--- config.mk ---
export PLATFORM = sky130hd
export DESIGN_NAME = idli_sqi_ctrl
export DESIGN_NICKNAME = d
export VERILOG_FILES = /design/src/rtl/idli_sqi_ctrl.sv
export SDC_FILE = /design/constraint.sdc
export NUM_CORES = 1
export LEC_CHECK = 0
export ABC_AREA = 0
export BUFFER_PORTS_ARGS = -buffer_cell sky130_fd_sc_hd__buf_2
export CAP_MARGIN = 0
export CORE_AREA = 2 2 93 95
export DETAILED_ROUTE_END_ITERATION = 8
export DIE_AREA = 0 0 95 97
export HOLD_SLACK_MARGIN = 0.12
export PLACE_DENSITY = 0.75
export SLEW_MARGIN = 20
export SYNTH_ARGS = -nofsm -noshare
export SYNTH_HDL_FRONTEND = slang
export SYNTH_SLANG_ARGS = --single-unit
--- constraint.sdc ---
create_clock -name i_clk -period 2.49 [get_ports i_clk]
set_input_delay 0.498 -clock i_clk [delete_from_list [all_inputs] [get_ports i_clk]]
set_output_delay 0.498 -clock i_clk [all_outputs]
set_load 0.01 [all_outputs]
--- src/rtl/idli_sqi_ctrl.sv ---
// idli_sqi_ctrl: sequences 16-bit word transactions to a pair of SQI memories
// (LO holds low nibbles, HI holds high nibbles) driven in lockstep, and
// arbitrates the shared memories between instruction fetch and data ports.
//
// Handshake: a port's request is accepted in the cycle where vld and rdy are
// both high. rdy is combinational, is only ever high in IDLE after quad mode
// has been entered, and is high for at most one port. Requesters hold vld and
// their payload stable until rdy. Each accepted request ends with a one-cycle
// done pulse on the owning port.
module idli_sqi_ctrl #(
  parameter logic [7:0] CMD_RD   = 8'h03,
  parameter logic [7:0] CMD_WR   = 8'h02,
  parameter logic [7:0] CMD_EQIO = 8'h38
) (
  input  logic        i_clk,
  input  logic        i_rst_n,
  input  logic        i_fetch_vld,
  input  logic [15:0] i_fetch_addr,
  output logic        o_fetch_rdy,
  output logic        o_fetch_done,
  input  logic        i_data_vld,
  input  logic        i_data_wr,
  input  logic [15:0] i_data_addr,
  input  logic [15:0] i_data_wdata,
  output logic        o_data_rdy,
  output logic        o_data_done,
  output logic [15:0] o_rdata,
  output logic        o_init_done,
  output logic        o_sqi_cs_n,
  output logic        o_sqi_sck_en,
  output logic        o_sqi_oe,
  output logic [3:0]  o_sqi_lo,
  output logic [3:0]  o_sqi_hi,
  input  logic [3:0]  i_sqi_lo,
  input  logic [3:0]  i_sqi_hi
);

  // ST_RESET is held only while reset is asserted; it lets the first clock
  // after release load the first INIT cycle into the registered pins.
  typedef enum logic [3:0] {
    ST_RESET, ST_INIT, ST_INIT_GAP, ST_IDLE, ST_CMD,
    ST_ADDR, ST_DUMMY, ST_DATA, ST_GAP
  } state_t;

  state_t      state, nxt_state;
  logic [2:0]  cnt, nxt_cnt;
  logic        last_data;
  logic        t_data, t_wr;
  logic [15:0] t_addr, t_wdata;
  logic [7:0]  rd_lo_byte;
  logic        idle, grant_data, grant_fetch, accept;
  logic        n_data, n_wr;
  logic [15:0] n_addr, n_wdata;
  logic        n_cs_n, n_sck_en, n_oe;
  logic [3:0]  n_lo, n_hi;
  logic [7:0]  n_cmd;
  logic [23:0] n_a;

  // Arbitration: data wins a tie unless it won last time, so ties alternate.
  always_comb begin
    idle        = (state == ST_IDLE) && o_init_done;
    grant_data  = i_data_vld && (!i_fetch_vld || !last_data);
    grant_fetch = i_fetch_vld && !grant_data;
    o_data_rdy  = idle && grant_data;
    o_fetch_rdy = idle && grant_fetch;
    accept      = o_data_rdy || o_fetch_rdy;
    n_data      = accept ? grant_data : t_data;
    n_wr        = accept ? (grant_data && i_data_wr) : t_wr;
    n_addr      = accept ? (grant_data ? i_data_addr : i_fetch_addr) : t_addr;
    n_wdata     = accept ? i_data_wdata : t_wdata;
  end

  // Next-state and per-phase cycle counter.
  always_comb begin
    nxt_state = state;
    nxt_cnt   = cnt + 3'd1;
    case (state)
      ST_RESET:    begin nxt_state = ST_INIT; nxt_cnt = 3'd0; end
      ST_INIT:     if (cnt == 3'd7) begin nxt_state = ST_INIT_GAP; nxt_cnt = 3'd0; end
      ST_INIT_GAP: begin nxt_state = ST_IDLE; nxt_cnt = 3'd0; end
      ST_IDLE: begin
        nxt_cnt = 3'd0;
        if (accept) nxt_state = ST_CMD;
      end
      ST_CMD:      if (cnt == 3'd1) begin nxt_state = ST_ADDR; nxt_cnt = 3'd0; end
      ST_ADDR:     if (cnt == 3'd5) begin
                     nxt_state = t_wr ? ST_DATA : ST_DUMMY;
                     nxt_cnt   = 3'd0;
                   end
      ST_DUMMY:    if (cnt == 3'd1) begin nxt_state = ST_DATA; nxt_cnt = 3'd0; end
      ST_DATA:     if (cnt == 3'd1) begin nxt_state = ST_GAP; nxt_cnt = 3'd0; end
      ST_GAP:      begin nxt_state = ST_IDLE; nxt_cnt = 3'd0; end
      default:     begin nxt_state = ST_RESET; nxt_cnt = 3'd0; end
    endcase
  end

  // Pin values for the cycle about to start, so the pins can be registered.
  always_comb begin
    n_cs_n   = 1'b1;
    n_sck_en = 1'b0;
    n_oe     = 1'b0;
    n_lo     = 4'h0;
    n_hi     = 4'h0;
    n_cmd    = n_wr ? CMD_WR : CMD_RD;
    n_a      = {8'h00, n_addr};
    case (nxt_state)
      ST_INIT: begin
        n_cs_n = 1'b0; n_sck_en = 1'b1; n_oe = 1'b1;
        n_lo   = {3'b000, CMD_EQIO[3'd7 - nxt_cnt]};
        n_hi   = n_lo;
      end
      ST_CMD: begin
        n_cs_n = 1'b0; n_sck_en = 1'b1; n_oe = 1'b1;
        n_lo   = (nxt_cnt == 3'd0) ? n_cmd[7:4] : n_cmd[3:0];
        n_hi   = n_lo;
      end
      ST_ADDR: begin
        n_cs_n = 1'b0; n_sck_en = 1'b1; n_oe = 1'b1;
        case (nxt_cnt)
          3'd0:    n_lo = n_a[23:20];
          3'd1:    n_lo = n_a[19:16];
          3'd2:    n_lo = n_a[15:12];
          3'd3:    n_lo = n_a[11:8];
          3'd4:    n_lo = n_a[7:4];
          default: n_lo = n_a[3:0];
        endcase
        n_hi = n_lo;
      end
      ST_DUMMY: begin
        n_cs_n = 1'b0; n_sck_en = 1'b1;
      end
      ST_DATA: begin
        n_cs_n = 1'b0; n_sck_en = 1'b1; n_oe = n_wr;
        if (n_wr) begin
          n_lo = (nxt_cnt == 3'd0) ? n_wdata[3:0] : n_wdata[11:8];
          n_hi = (nxt_cnt == 3'd0) ? n_wdata[7:4] : n_wdata[15:12];
        end
      end
      default: ;
    endcase
  end

  // State, transaction capture and arbiter history.
  always_ff @(posedge i_clk or negedge i_rst_n) begin
    if (!i_rst_n) begin
      state     <= ST_RESET;
      cnt       <= 3'd0;
      last_data <= 1'b0;
      t_data    <= 1'b0;
      t_wr      <= 1'b0;
      t_addr    <= 16'h0000;
      t_wdata   <= 16'h0000;
    end else begin
      state   <= nxt_state;
      cnt     <= nxt_cnt;
      t_data  <= n_data;
      t_wr    <= n_wr;
      t_addr  <= n_addr;
      t_wdata <= n_wdata;
      if (accept) last_data <= grant_data;
    end
  end

  // Registered SQI pins, done pulses and init flag.
  always_ff @(posedge i_clk or negedge i_rst_n) begin
    if (!i_rst_n) begin
      o_sqi_cs_n   <= 1'b1;
      o_sqi_sck_en <= 1'b0;
      o_sqi_oe     <= 1'b0;
      o_sqi_lo     <= 4'h0;
      o_sqi_hi     <= 4'h0;
      o_fetch_done <= 1'b0;
      o_data_done  <= 1'b0;
      o_init_done  <= 1'b0;
    end else begin
      o_sqi_cs_n   <= n_cs_n;
      o_sqi_sck_en <= n_sck_en;
      o_sqi_oe     <= n_oe;
      o_sqi_lo     <= n_lo;
      o_sqi_hi     <= n_hi;
      o_fetch_done <= (nxt_state == ST_GAP) && !t_data;
      o_data_done  <= (nxt_state == ST_GAP) && t_data;
      o_init_done  <= o_init_done || (state == ST_INIT_GAP);
    end
  end

  // Read capture: first DATA cycle holds the low byte, second completes the word.
  always_ff @(posedge i_clk or negedge i_rst_n) begin
    if (!i_rst_n) begin
      rd_lo_byte <= 8'h00;
      o_rdata    <= 16'h0000;
    end else if (state == ST_DATA && !t_wr) begin
      if (cnt == 3'd0) rd_lo_byte <= {i_sqi_hi, i_sqi_lo};
      else             o_rdata    <= {i_sqi_hi, i_sqi_lo, rd_lo_byte};
    end
  end

endmodule

# Word-level counts from Yosys, hierarchy flattened

Memory sizes are Yosys's and may differ from the RTL's.
Cells that the tools add are included.

Reduce and logical (&&, ||, !) cells: 26
Bitwise gates (word level): 1
Divide/modulo/power cells: 0
Multiply operators: 0
Shifts and indexed selects: 0
$add $sub $neg: 2
Equality and inequality tests: 21
Muxes and demuxes: 29
$lt $le $gt $ge: 1

Operators with widths:

| operator              | count |
|---|---|
| $mux W16              | 3 |
| $pmux W4 S4           | 3 |
| $mux W4               | 10 |
| $eq A4 B3 Y1 const B  | 8 |
| $pmux W4 S8           | 1 |
| $eq A3 B3 Y1 const B  | 3 |
| $logic_and A1 B1 Y1   | 9 |
| $mux W3               | 3 |
| $pmux W3 S3           | 1 |
| $eq A4 B1 Y1 const B  | 2 |
| $eq A4 B2 Y1 const B  | 2 |
| $eq A4 B4 Y1 const B  | 2 |
| $eq A3 B1 Y1 const B  | 2 |
| $eq A3 B2 Y1 const B  | 2 |
| $logic_not A3 Y1      | 2 |
| $mux W1               | 6 |
| $reduce_or A3 Y1      | 2 |
| $reduce_or A5 Y1      | 1 |
| $logic_not A1 Y1      | 4 |
| $logic_not A4 Y1      | 1 |
| $lt A3 B4 Y1 const B  | 1 |
| $reduce_and A2 Y1     | 2 |
| $reduce_or A2 Y1      | 2 |
| $add A3 B1 Y3 const B | 1 |
| other kinds (5)       | 7 |

Bits in latches: 0
Memories kept: 1
Bits in read-only memories: 8
Word-level logic and storage cells: 97
Bits in registers: 79
Memory bits (writable): 0

Memories:

| memory          | words | bits a word | rd ports | clocked after memory_dff | wr ports | line | source |
|---|---|---|---|---|---|---|---|
| (no name shown) | 8     | 1           | 1        | 0                        | 0        | 109  | `n_lo = {3'b000, CMD_EQIO[3'd7 - nxt_cnt]};` |

# Depth between registers and ports, before layout

Gate-level depths: netlist (run 1).

Word-level depth: 12
Depth in mapped cells: 9
Depth with buffers taken out: 9

# Least setup slack after synthesis (run 1)

No wires, ideal clock.

Path type: flip-flop to flip-flop
Start: reg cnt[0]
End: reg o_sqi_hi[0]
Period minus slack after synthesis: 2.401 ns
Required time: 2.386 ns
Setup slack: 0.089 ns
Setup time: 0.104 ns
Stages on the path, launching flop included: 8
Data arrival time: 2.297 ns
Cell sequence: dfrtp_1 ha_1 ha_1 nor4_2 a221oi_2 a2111oi_4 inv_2 o311ai_1

Cells in the longest elaborated chain, start to end: 7

Ends and longest elaborated chain:

| element                                                     | line | source |
|---|---|---|
| from (decl)                                                 | 46   | `logic [2:0] cnt, nxt_cnt;` |
| from (signal assigned)                                      | 155  | `cnt <= nxt_cnt;` |
| $add A3 B1 Y3, or another cell as far along                 | 76   | `nxt_cnt = cnt + 3'd1;` |
| $mux W3, on equally long branches                           | --   |  |
| $pmux W3 S3                                                 | 77   | `case (state)` |
| $sub A3 B3 Y3, or another cell as far along                 | 109  |  |
| $mem_v2 Z8 W1, or another cell as far along                 | --   |  |
| $mux W1 (not written as such), or another cell as far along | 109  |  |
| $pmux W4 S4 (*)                                             | 106  | `case (nxt_state)` |
| via n_hi[0]                                                 | 55   | `logic [3:0] n_lo, n_hi;` |
| to (signal assigned)                                        | 180  | `o_sqi_hi <= n_hi;` |
| to (decl)                                                   | 33   | `output logic [3:0] o_sqi_hi,` |

Mark *: on every way through the listed nets, which the timed path passes. The rest lies on a longest branch. The select of a mux whose other input is x is not followed.
A chain may end at the register's enable or synchronous reset.

# Worst setup path after layout (run 1)

Start: reg state[2]
End: reg o_sqi_lo[1]

Cells in the longest elaborated chain, start to end: 8

Ends and longest elaborated chain:

| element                                              | line | source |
|---|---|---|
| from (decl)                                          | 45   | `state_t state, nxt_state;` |
| from (signal assigned)                               | 154  | `state <= nxt_state;` |
| branches (longest 7 deep; another with $eq A4 B3 Y1) | --   |  |
| $pmux W4 S4 (*)                                      | 106  |  |
| via n_lo[1]                                          | 55   |  |
| to (signal assigned)                                 | 179  | `o_sqi_lo <= n_lo;` |
| to (decl)                                            | 32   | `output logic [3:0] o_sqi_lo,` |

Mark *: on every way through the listed nets, which the timed path passes.

==> results of run 1 <==
-- cells in the final DEF, fill, tap and decap left out, types with 3 or more instances in the layout --
cell       n
buf_2     91
dfrtp_1   77
mux2_2    26
nor2_1    19
inv_1     19
buf_4     17
nand2_1   16
a21oi_1   14
mux2_1    14
mux2i_1   13
clkbuf_8   9
o21ai_1    7
a31oi_1    7
a21o_1     5
nor3_1     4
inv_2      4
o21bai_1   4
ha_1       4
nor2b_1    3
o32a_1     3
a221oi_2   3
o21ai_0    3
mux4_2     3
-- critical path: stages, from the launching register on --
cell       delay, ps
dfrtp_1          550
nand4bb_1        300
nor2_2           300
buf_4            250
nor2_1            70
a2111oi_0        440
o31ai_1          170
o21ai_1          200
-- cells by family (layout without fill, tap and decap cells) --
kind of cell             count (synthesis)  after routing
AO/OA/AOI/OAI                           76             76
XOR/XNOR                                 1              1
adder cells (fa/ha/maj)                  4              4
buffers and inverters                   33            149
flip-flops                              79             79
multiplexers                            57             57
AND/OR/NAND/NOR                         72             72
-- layout make-up --
class / instances / share of cell area
Clock buffer: 9 / 0.0260
Multi-Input combinational cell: 210 / 0.369
Tap cell: 105 / 0.0276
Timing Repair Buffer: 110 / 0.129
Inverter: 23 / 0.0181
Sequential cell: 79 / 0.416
Clock inverter: 7 / 0.0152
-- power groups by stage --
stage,Sequential (W),Clock [W],Combinational (W)
finish,0.00128,0.000951,0.000115
global route,0.00128,0.00102,0.000128
CTS,0.00128,0.000972,0.000117
detailed placement,0.00131,0,0.000115
global placement,0.00131,0,0.000112
floorplan,0.00131,0,0.0000277
-- state kept, by name (all words and copies together), names as in the netlist, 3 cells and up --
name and count:
o_sqi_lo 4, t_wdata 16, t_addr 16, o_rdata 16, rd_lo_byte 8, cnt 3
state 4, o_sqi_hi 4
-- metrics by stage --
stage	hold slack, ps	cells
after floorplan	202	322
after global placement	461	526
after detailed placement	475	526
after CTS	363	543
after global routing	381	543
final	371	543
-- worst min-delay path by stage --
stage,end,slack (ps)
5_1_grt,rd_lo_byte[0],380
3_5_place_dp,o_rdata[11],470
6_report,o_rdata[11],370
4_1_cts,t_wdata[3],360
2_1_floorplan,cnt[0],200
3_3_place_gp,o_rdata[11],460
-- per-layer routing --
| metal | up-vias | track usage |
|---|---|---|
| met5 | - | 0 |
| met4 | 0 | 0.0713 |
| met3 | 14 | 0.0452 |
| met2 | 87 | 0.328 |
| met1 | 1440 | 0.264 |
| li1 | 1406 | - |
-- timing repair --
| item | CTS | global route |
|---|---|---|
| hold endpoints to repair | 33 | 0 |
| setup buffers | 0 | 0 |
| hold buffers | 1 | 0 |
| resized for setup | 0 | 5 |
| endpoints found under the setup margin | 0 | 5 |
==> impl_results.md, run 1 <==
- Clk slew on worst S/H paths: 80 ps
- Vias in the first global route: 3,002
- Skew final: 11.2 ps
- Io pins: 93
- Gpl congestion: 0.871
- Worst path required time: 2760 ps
- Die H: 97 microns
- Ys Warns: 0
- Sum of negative setup slack: 0 ps
- Register Area: 0.00198 sq mm
- Fill cells: 679
- Distinct cells, synth: 74
- R2R Path End: o_sqi_lo[1]
- Sw Ratio: 0.233
- Area of the multi-input gates: 0.00176 sq mm
- Register share of total power: 0.546
- Drt first pass iters: 4
- Worst Path Max Fanout: 14
- CP startpoint kind: flip-flop
- Synth Area in Adders: 0.0130
- Setup Slack @ Placement: 91.5 ps
- Core area: 0.00813 sq mm
- Met3 wire length: 419 microns
- Layout Utilization: 0.585
- Worst-Margin Slew: 661 ps
- Hold Vio Cnt, Final: 0
- Clock buffer depth: 2
- Cell Area, Synth: 0.00386 sq mm
- Residual DRC: 0
- Power Density: 493 mW/mm^2
- Slew Limit Fails: 0
- Violation count after the first detailed-route iteration: 128
- Initial Utilization: 0.475
- Top-area cell type share of the netlist area: 0.505
- Hold Path Class: input pin to flip-flop
- Diodes inserted: 0
- Power Total: 0.00235 W
- Main combinational cell family by area after synthesis: multiplexers
- Total of max-cap violations: 0
- Initial antenna violation count: 0
- Final Cycle Share: 0.953
- R2R depth: 7
- WL final: 8720 microns
- Pleak: 2.44 nW
- Pint: 0.00180 W
- WL/cell: 16.1 microns
- Area growth syn-to-layout: 23.3%
- Clk network pwr share: 0.405
- Synth Area in Simple Gates: 0.110
- Port Buffers: 92
- Max Clk Rate: 0.421 GHz
- Design Area, Final: 0.00476 sq mm
- Final setup violation count: 0
- Gr usage total: 0.202
- H-tree levels: 3
- Uppermost layer routed: met4
- Area of the die: 0.00922 sq mm
- Share of cells above drive strength 1: 0.420
- Worst vdd ir: 0.374 mV
- Worst skew pair latency: 360 ps
- Routed Antenna Nets: 0
- Num CTS Buffers: 9
- Routed length on met2: 4360 microns
- Syn avg cell area: 12.0 sq um
- Dpl hpwl: 6460 microns
- Post-route setup slack: 116 ps
- Psw: 0.000547 W
- Worst setup path startpoint: state[2]
- Syn_nets: 387
- Vias per cell: 5.43
- Prevailing post-synth register cell: dfrtp_1
- Largest cells by area after synthesis: dfrtp_1, mux2_2, mux2_1, mux2i_1, inv_1
- Met1 wire length: 3780 microns
- WP data arrival: 2640 ps
- FF+latch count, synth: 79
- Hold Path Depth: 2
- Most frequent cell after synthesis: dfrtp_1
- Xor and xnor fraction of the mapped netlist area: 0.00227
- Nets@finish: 498
- Row count: 33
- Async S/R FF share, synth: 1.00
- DP Area: 0.00454 sq mm
- Fin crit period: 2370 ps
- Synth cell count leaders: dfrtp_1, mux2_2, inv_1, nor2_1, nand2_1
- Syn Inst Count: 322
- Die width: 95 microns
- GRT Residual Overflow: 0
- Max-slew headroom: 0.559
- Synth Area in Compound Gates: 0.154
- Critical Path End Type: flip-flop
- First-pass GRT wire length: 14,300 microns
- Mux cell area share after synthesis: 0.170
- Root Driver: clkbuf_8
- Worst Setup EP: o_sqi_lo[1]
- Worst r2r src: state[2]
- Via count: 2,947
- Maximum number of pins on one net before global-route repair: 47
- Leading area contributor after synthesis: dfrtp_1
- Sink Count: 79
- Number of synthesized flops with an enable pin: 0
- CTS tree: yes
- Combinational share of power: 0.049
- Outcome: finished, final reports clean
- Sequential area share after synthesis: 0.512
- Hold path start: i_sqi_lo[3]
- Critical path type: flip-flop to flip-flop
- Setup slack, reg-to-reg: 120 ps
(Power assumes the default switching activity.)
==> run 2: changes to the inputs <==
--- a/config.mk
+++ b/config.mk
@@ -8,11 +8,11 @@
 export ABC_AREA = 0
 export BUFFER_PORTS_ARGS = -buffer_cell sky130_fd_sc_hd__buf_2
 export CAP_MARGIN = 0
-export CORE_AREA = 2 2 93 95
+export CORE_AREA = 2 2 91 93
 export DETAILED_ROUTE_END_ITERATION = 8
-export DIE_AREA = 0 0 95 97
+export DIE_AREA = 0 0 93 95
 export HOLD_SLACK_MARGIN = 0.12
-export PLACE_DENSITY = 0.75
+export PLACE_DENSITY = 0.74
 export SLEW_MARGIN = 20
 export SYNTH_ARGS = -nofsm -noshare
 export SYNTH_HDL_FRONTEND = slang
==> constraint.sdc (replaced) <==
create_clock -name i_clk -period 3.05 [get_ports i_clk]
set_input_delay 0.61 -clock i_clk [delete_from_list [all_inputs] [get_ports i_clk]]
set_output_delay 0.61 -clock i_clk [all_outputs]
set_load 0.01 [all_outputs]
==> run 2 against run 1 <==
  * Register-to-register slack improved by 220 ps
  * First-iteration DRC count fell by 3.9%
  * Fmax fell by 13%
  * Setup slack improved by 220 ps
  * Critical endpoint is now o_sqi_lo[0]
  * Largest cell class unchanged
  * Highest routed layer unchanged
==> impl_results.md, run 2 (synthesized netlist as in run 1, its figures left out) <==
- Outcome: finished, final reports clean
- Hold Path Class: input pin to async pin
- Most frequent cells in the layout: buf_2, dfrtp_1, mux2_2, nor2_1, inv_1
- Worst hold margin: 402 ps
- Worst r2r src: cnt[0]
- CP Buf/Inv Count: 1
- Hold Vio Cnt, Final: 0
- CP top delay family: compound AO/OA/AOI/OAI gates
- Max Clk Rate: 0.369 GHz
- Num CTS Buffers: 9
- CTS tree: yes
- WL/cell: 15.1 microns
- Maximum number of pins on one net before global-route repair: 80
- Sum of negative setup slack: 0 ps
- Setup slack, reg-to-reg: 340 ps
- R2R Path End: o_sqi_lo[0]
- Cts hold-fix bufs: 0
- Biggest regs: o_rdata x16, t_addr x16, t_wdata x16
- Root Driver: clkbuf_8
- Crit-path cells: ha_1 > ha_1 > nor4_2 > buf_4 > o21ai_2 > a2111oi_1 > a32oi_1 > o311ai_1
- Violation count after the first detailed-route iteration: 123
- Initial antenna violation count: 0
- Worst skew pair latency: 350 ps
- Postcts setup bufs: 0
- # resized after CTS: 0
- Drt first pass iters: 4
- Max-slew headroom: 0.343
- Vias per cell: 5.35
- Initial Utilization: 0.487
- Power Density: 415 mW/mm^2
- Final setup violation count: 0
- WL final: 8020 microns
- Worst vdd ir: 0.203 mV
- Clk slew on worst S/H paths: 80 ps
- Cell mode on critical path: ha_1
- GRT Residual Overflow: 0
- Worst path required time: 3290 ps
- Fill cells: 691
- Pleak: 2.39 nW
- WP data arrival: 2960 ps
- Crit path largest cell delay: 660 ps
- H-tree levels: 3
- Clock buffer depth: 2
- Dpl hpwl: 6040 microns
- Worst Path Max Fanout: 7
- Routed Antenna Nets: 0
- Area growth syn-to-layout: 20.6%
- Core area: 0.00793 sq mm
- Skew final: 10.1 ps
- R2R depth: 8
- Diodes inserted: 0
- RSZ-0062 raised after global routing: false
- Port Buffers: 92
- Row count: 33
- Area of the die: 0.00884 sq mm
- Via count: 2,844
- Gpl congestion: 0.889
- Die H: 95 microns
- Total of max-cap violations: 0
- Worst-Margin Slew: 985 ps
- Gr usage total: 0.195
- Most common cell after layout, fill and taps aside: buf_2
- CP startpoint kind: flip-flop
- Die width: 93 microns
- CP max stage cell: a2111oi_1
- Vias in the first global route: 2,808
- Slew Limit Fails: 0
- Sink Count: 79
- Share of cells above drive strength 1: 0.393
- Residual DRC: 0
- Critical path type: flip-flop to flip-flop
- Fin crit period: 2710 ps
- Critical Path End Type: flip-flop
- Final Cycle Share: 0.889
- Layout Utilization: 0.588
- Io pins: 93
- Nets@finish: 487
- First-pass GRT wire length: 13,500 microns
==> run 2: worst reg2reg max path, delay by kind of cell, from the launching register on <==
family,cells,cell delay [ps]
fa+ha+maj,2,480
simple gates,1,360
flops,1,480
buf+inv,1,210
compound gates,4,1080
==> run 2: routing by layer <==
| layer | routed length, microns | up-vias | track usage | part of all wire |
|---|---|---|---|---|
| met5 | 0 | - | 0 | 0 |
| met3 | 444 | 9 | 0.0415 | 0.055 |
| met1 | 3640 | 1372 | 0.272 | 0.45 |
| met2 | 3850 | 81 | 0.306 | 0.48 |
| met4 | 90 | 0 | 0.0613 | 0.011 |
| li1 | - | 1382 | - | - |
==> run 2: per-stage QoR <==
step / power, W / instances / cell area, sq um / setup WS (ps)
floorplan: 0.00109 / 322 / 3860 / 649
global placement: 0.00115 / 516 / 4450 / 408
detailed placement: 0.00116 / 516 / 4450 / 393
CTS: 0.00196 / 532 / 4660 / 362
global route: 0.00201 / 532 / 4660 / 69.0
finish: 0.00193 / 532 / 4660 / 337
==> run 2: worst max path at each step <==
stage	start	end	slack [ps]	cells after the start
2_1_floorplan	cnt[0]	o_sqi_hi[0]	650	7
3_3_place_gp	i_fetch_vld	o_sqi_lo[1]	410	8
3_5_place_dp	i_fetch_vld	o_sqi_hi[1]	390	8
4_1_cts	cnt[0]	o_sqi_lo[0]	360	8
5_1_grt	state[1]	o_sqi_lo[1]	70	7
6_report	cnt[0]	o_sqi_lo[0]	340	8
==> run 2: cell type report <==
type / instances / area (sq um) / area share
Tap cell: 105 / 131 / 0.0282
Sequential cell: 79 / 1980 / 0.425
Clock inverter: 4 / 52.6 / 0.0113
Clock buffer: 12 / 155 / 0.0333
Timing Repair Buffer: 99 / 515 / 0.111
Multi-Input combinational cell: 210 / 1740 / 0.374
Inverter: 23 / 86.3 / 0.0185
==> run 2: power breakdown <==
part,switching (W),internal (W),leakage (nW)
Clock,0.000373,0.000426,0.107
Sequential,0,0.00105,1.09
Combinational,0.0000472,0.0000400,1.20
==> run 3: changes to the inputs <==
--- a/config.mk
+++ b/config.mk
@@ -8,11 +8,11 @@
 export ABC_AREA = 0
 export BUFFER_PORTS_ARGS = -buffer_cell sky130_fd_sc_hd__buf_2
 export CAP_MARGIN = 0
-export CORE_AREA = 2 2 91 93
+export CORE_AREA = 2 2 88 90
 export DETAILED_ROUTE_END_ITERATION = 8
-export DIE_AREA = 0 0 93 95
+export DIE_AREA = 0 0 90 92
 export HOLD_SLACK_MARGIN = 0.12
-export PLACE_DENSITY = 0.74
+export PLACE_DENSITY = 0.79
 export SLEW_MARGIN = 20
 export SYNTH_ARGS = -nofsm -noshare
 export SYNTH_HDL_FRONTEND = slang
==> constraint.sdc (replaced) <==
create_clock -name i_clk -period 3 [get_ports i_clk]
set_input_delay 0.6 -clock i_clk [delete_from_list [all_inputs] [get_ports i_clk]]
set_output_delay 0.6 -clock i_clk [all_outputs]
set_load 0.01 [all_outputs]
==> run 3 against run 2 <==
  * Via count grew 1.6%
  * Global-route usage grew 0.95 points
  * Register-to-register slack gained 100 ps
  * Largest power group unchanged
  * Hold slack lost 18 ps
  * Sequential share of layout area is essentially flat
  * Cell area is essentially flat
  * Critical endpoint is now o_sqi_lo[1]
  * First-iteration DRC count grew 19%
  * Largest cell class unchanged
  * Fmax grew 6.0%
==> impl_results.md, run 3 (synthesized netlist as in run 1, its figures left out) <==
- Outcome: finished, final reports clean
- Initial antenna violation count: 0
- Violation count after the first detailed-route iteration: 146
- R2R depth: 8
- Diodes inserted: 0
- Biggest regs: o_rdata x16, t_addr x16, t_wdata x16
- Core area: 0.00745 sq mm
- Fill cells: 629
- Critical path type: flip-flop to flip-flop
- Final setup violation count: 0
- GRT Residual Overflow: 0
- Worst vdd ir: 0.217 mV
- Sink Count: 79
- # resized after CTS: 0
- # placed instances: 515
- Area growth syn-to-layout: 20.7%
- WL final: 8210 microns
- Worst skew pair latency: 350 ps
- Cts hold-fix bufs: 0
- Hold Vio Cnt, Final: 0
- Sum of negative setup slack: 0 ps
- Max-slew headroom: 0.342
- Fin crit period: 2560 ps
- Port Buffers: 92
- Maximum number of pins on one net before global-route repair: 80
- CTS tree: yes
- Dpl hpwl: 6000 microns
- Total of max-cap violations: 0
- Clock buffer depth: 2
- Most frequent cells in the layout: buf_2, dfrtp_1, mux2_2, nor2_1, inv_1
- Die width: 90 microns
- Register Area: 0.00198 sq mm
- Nets@finish: 489
- Die H: 92 microns
- First-pass GRT wire length: 13,400 microns
- Skew final: 9.88 ps
- Share of cells above drive strength 1: 0.396
- Final Cycle Share: 0.853
- Slew Limit Fails: 0
- CP startpoint kind: flip-flop
- Hold Path Class: input pin to async pin
- Fin cells: 531
- Via count: 2,890
- Most common cell after layout, fill and taps aside: buf_2
- Residual DRC: 0
- Postcts setup bufs: 0
- Drt first pass iters: 4
- Initial Utilization: 0.519
- Gpl congestion: 0.917
- Gr usage total: 0.204
- Vias in the first global route: 2,699
- Worst Path Max Fanout: 8
- Worst-Margin Slew: 986 ps
- Row count: 32
- Num CTS Buffers: 9
- Pleak: 2.40 nW
- Max Clk Rate: 0.391 GHz
- Power Density: 415 mW/mm^2
- H-tree levels: 3
- Routed Antenna Nets: 0
- WL/cell: 15.5 microns
- Clk slew on worst S/H paths: 80 ps
- RSZ-0062 raised after global routing: false
- WP data arrival: 2780 ps
- Vias per cell: 5.44
- Root Driver: clkbuf_8
- Area of the die: 0.00828 sq mm
- Area of the multi-input gates: 0.00174 sq mm
- Io pins: 93
- Worst path required time: 3220 ps
- Critical Path End Type: flip-flop
## run 3: cell types whose count changed in the layout (fill, tap and decap cells not counted)
cell	previous run	this run
clkinv_2	1	2
clkinv_4	1	2
inv_6	1	0
clkbuf_8	11	10
buf_4	8	10
## run 3: worst max-delay path, cell delays in order (launching register included)
cell and delay [ps]:
dfrtp_1 520, ha_1 270, nand2b_1 200, o2111a_2 370, o21ai_2 310, inv_2 130, or3_1 380, a31oi_1 170
o21ai_1 100
## run 3: where the power goes
part,switching [W],total [W],internal [W]
Sequential,0,0.00106,0.00106
Combinational,0.0000480,0.0000887,0.0000407
Clock,0.000377,0.000784,0.000407
## run 3: layout make-up
cell class,instances,share of cell area
Sequential cell,79,0.424
Multi-Input combinational cell,210,0.373
Timing Repair Buffer,101,0.114
Clock buffer,11,0.0303
Tap cell,102,0.0274
Inverter,23,0.0185
Clock inverter,5,0.0123
## run 3: final timing paths
path / from / end / slack (ps)
max: cnt[0] / o_sqi_lo[1] / 440
min: i_rst_n / o_sqi_sck_en / 380
max reg2reg: cnt[0] / o_sqi_lo[1] / 440
min reg2reg: o_rdata[11] / o_rdata[11] / 490
max in group asynchronous: i_rst_n / t_addr[8] / 1950
min in group i_clk: i_data_wdata[7] / t_wdata[7] / 480
## run 3: routing by layer
layer  vias up  share of wire  global-route usage
li1       1394              -                   -
met1      1398           0.47               0.288
met2        86           0.47               0.315
met3        12          0.053              0.0411
met4         0          0.010              0.0756
met5         -              0                   0
## run 3: stage by stage
step	util	hold slack [ps]	total power, W	area, sq um	setup slack (ps)
finish	0.626	383	0.00194	4660	440
global route	0.626	477	0.00201	4660	281
CTS	0.626	440	0.00196	4660	461
detailed placement	0.599	473	0.00118	4460	414
global placement	0.599	461	0.00117	4460	478
floorplan	-	304	0.00111	3860	599
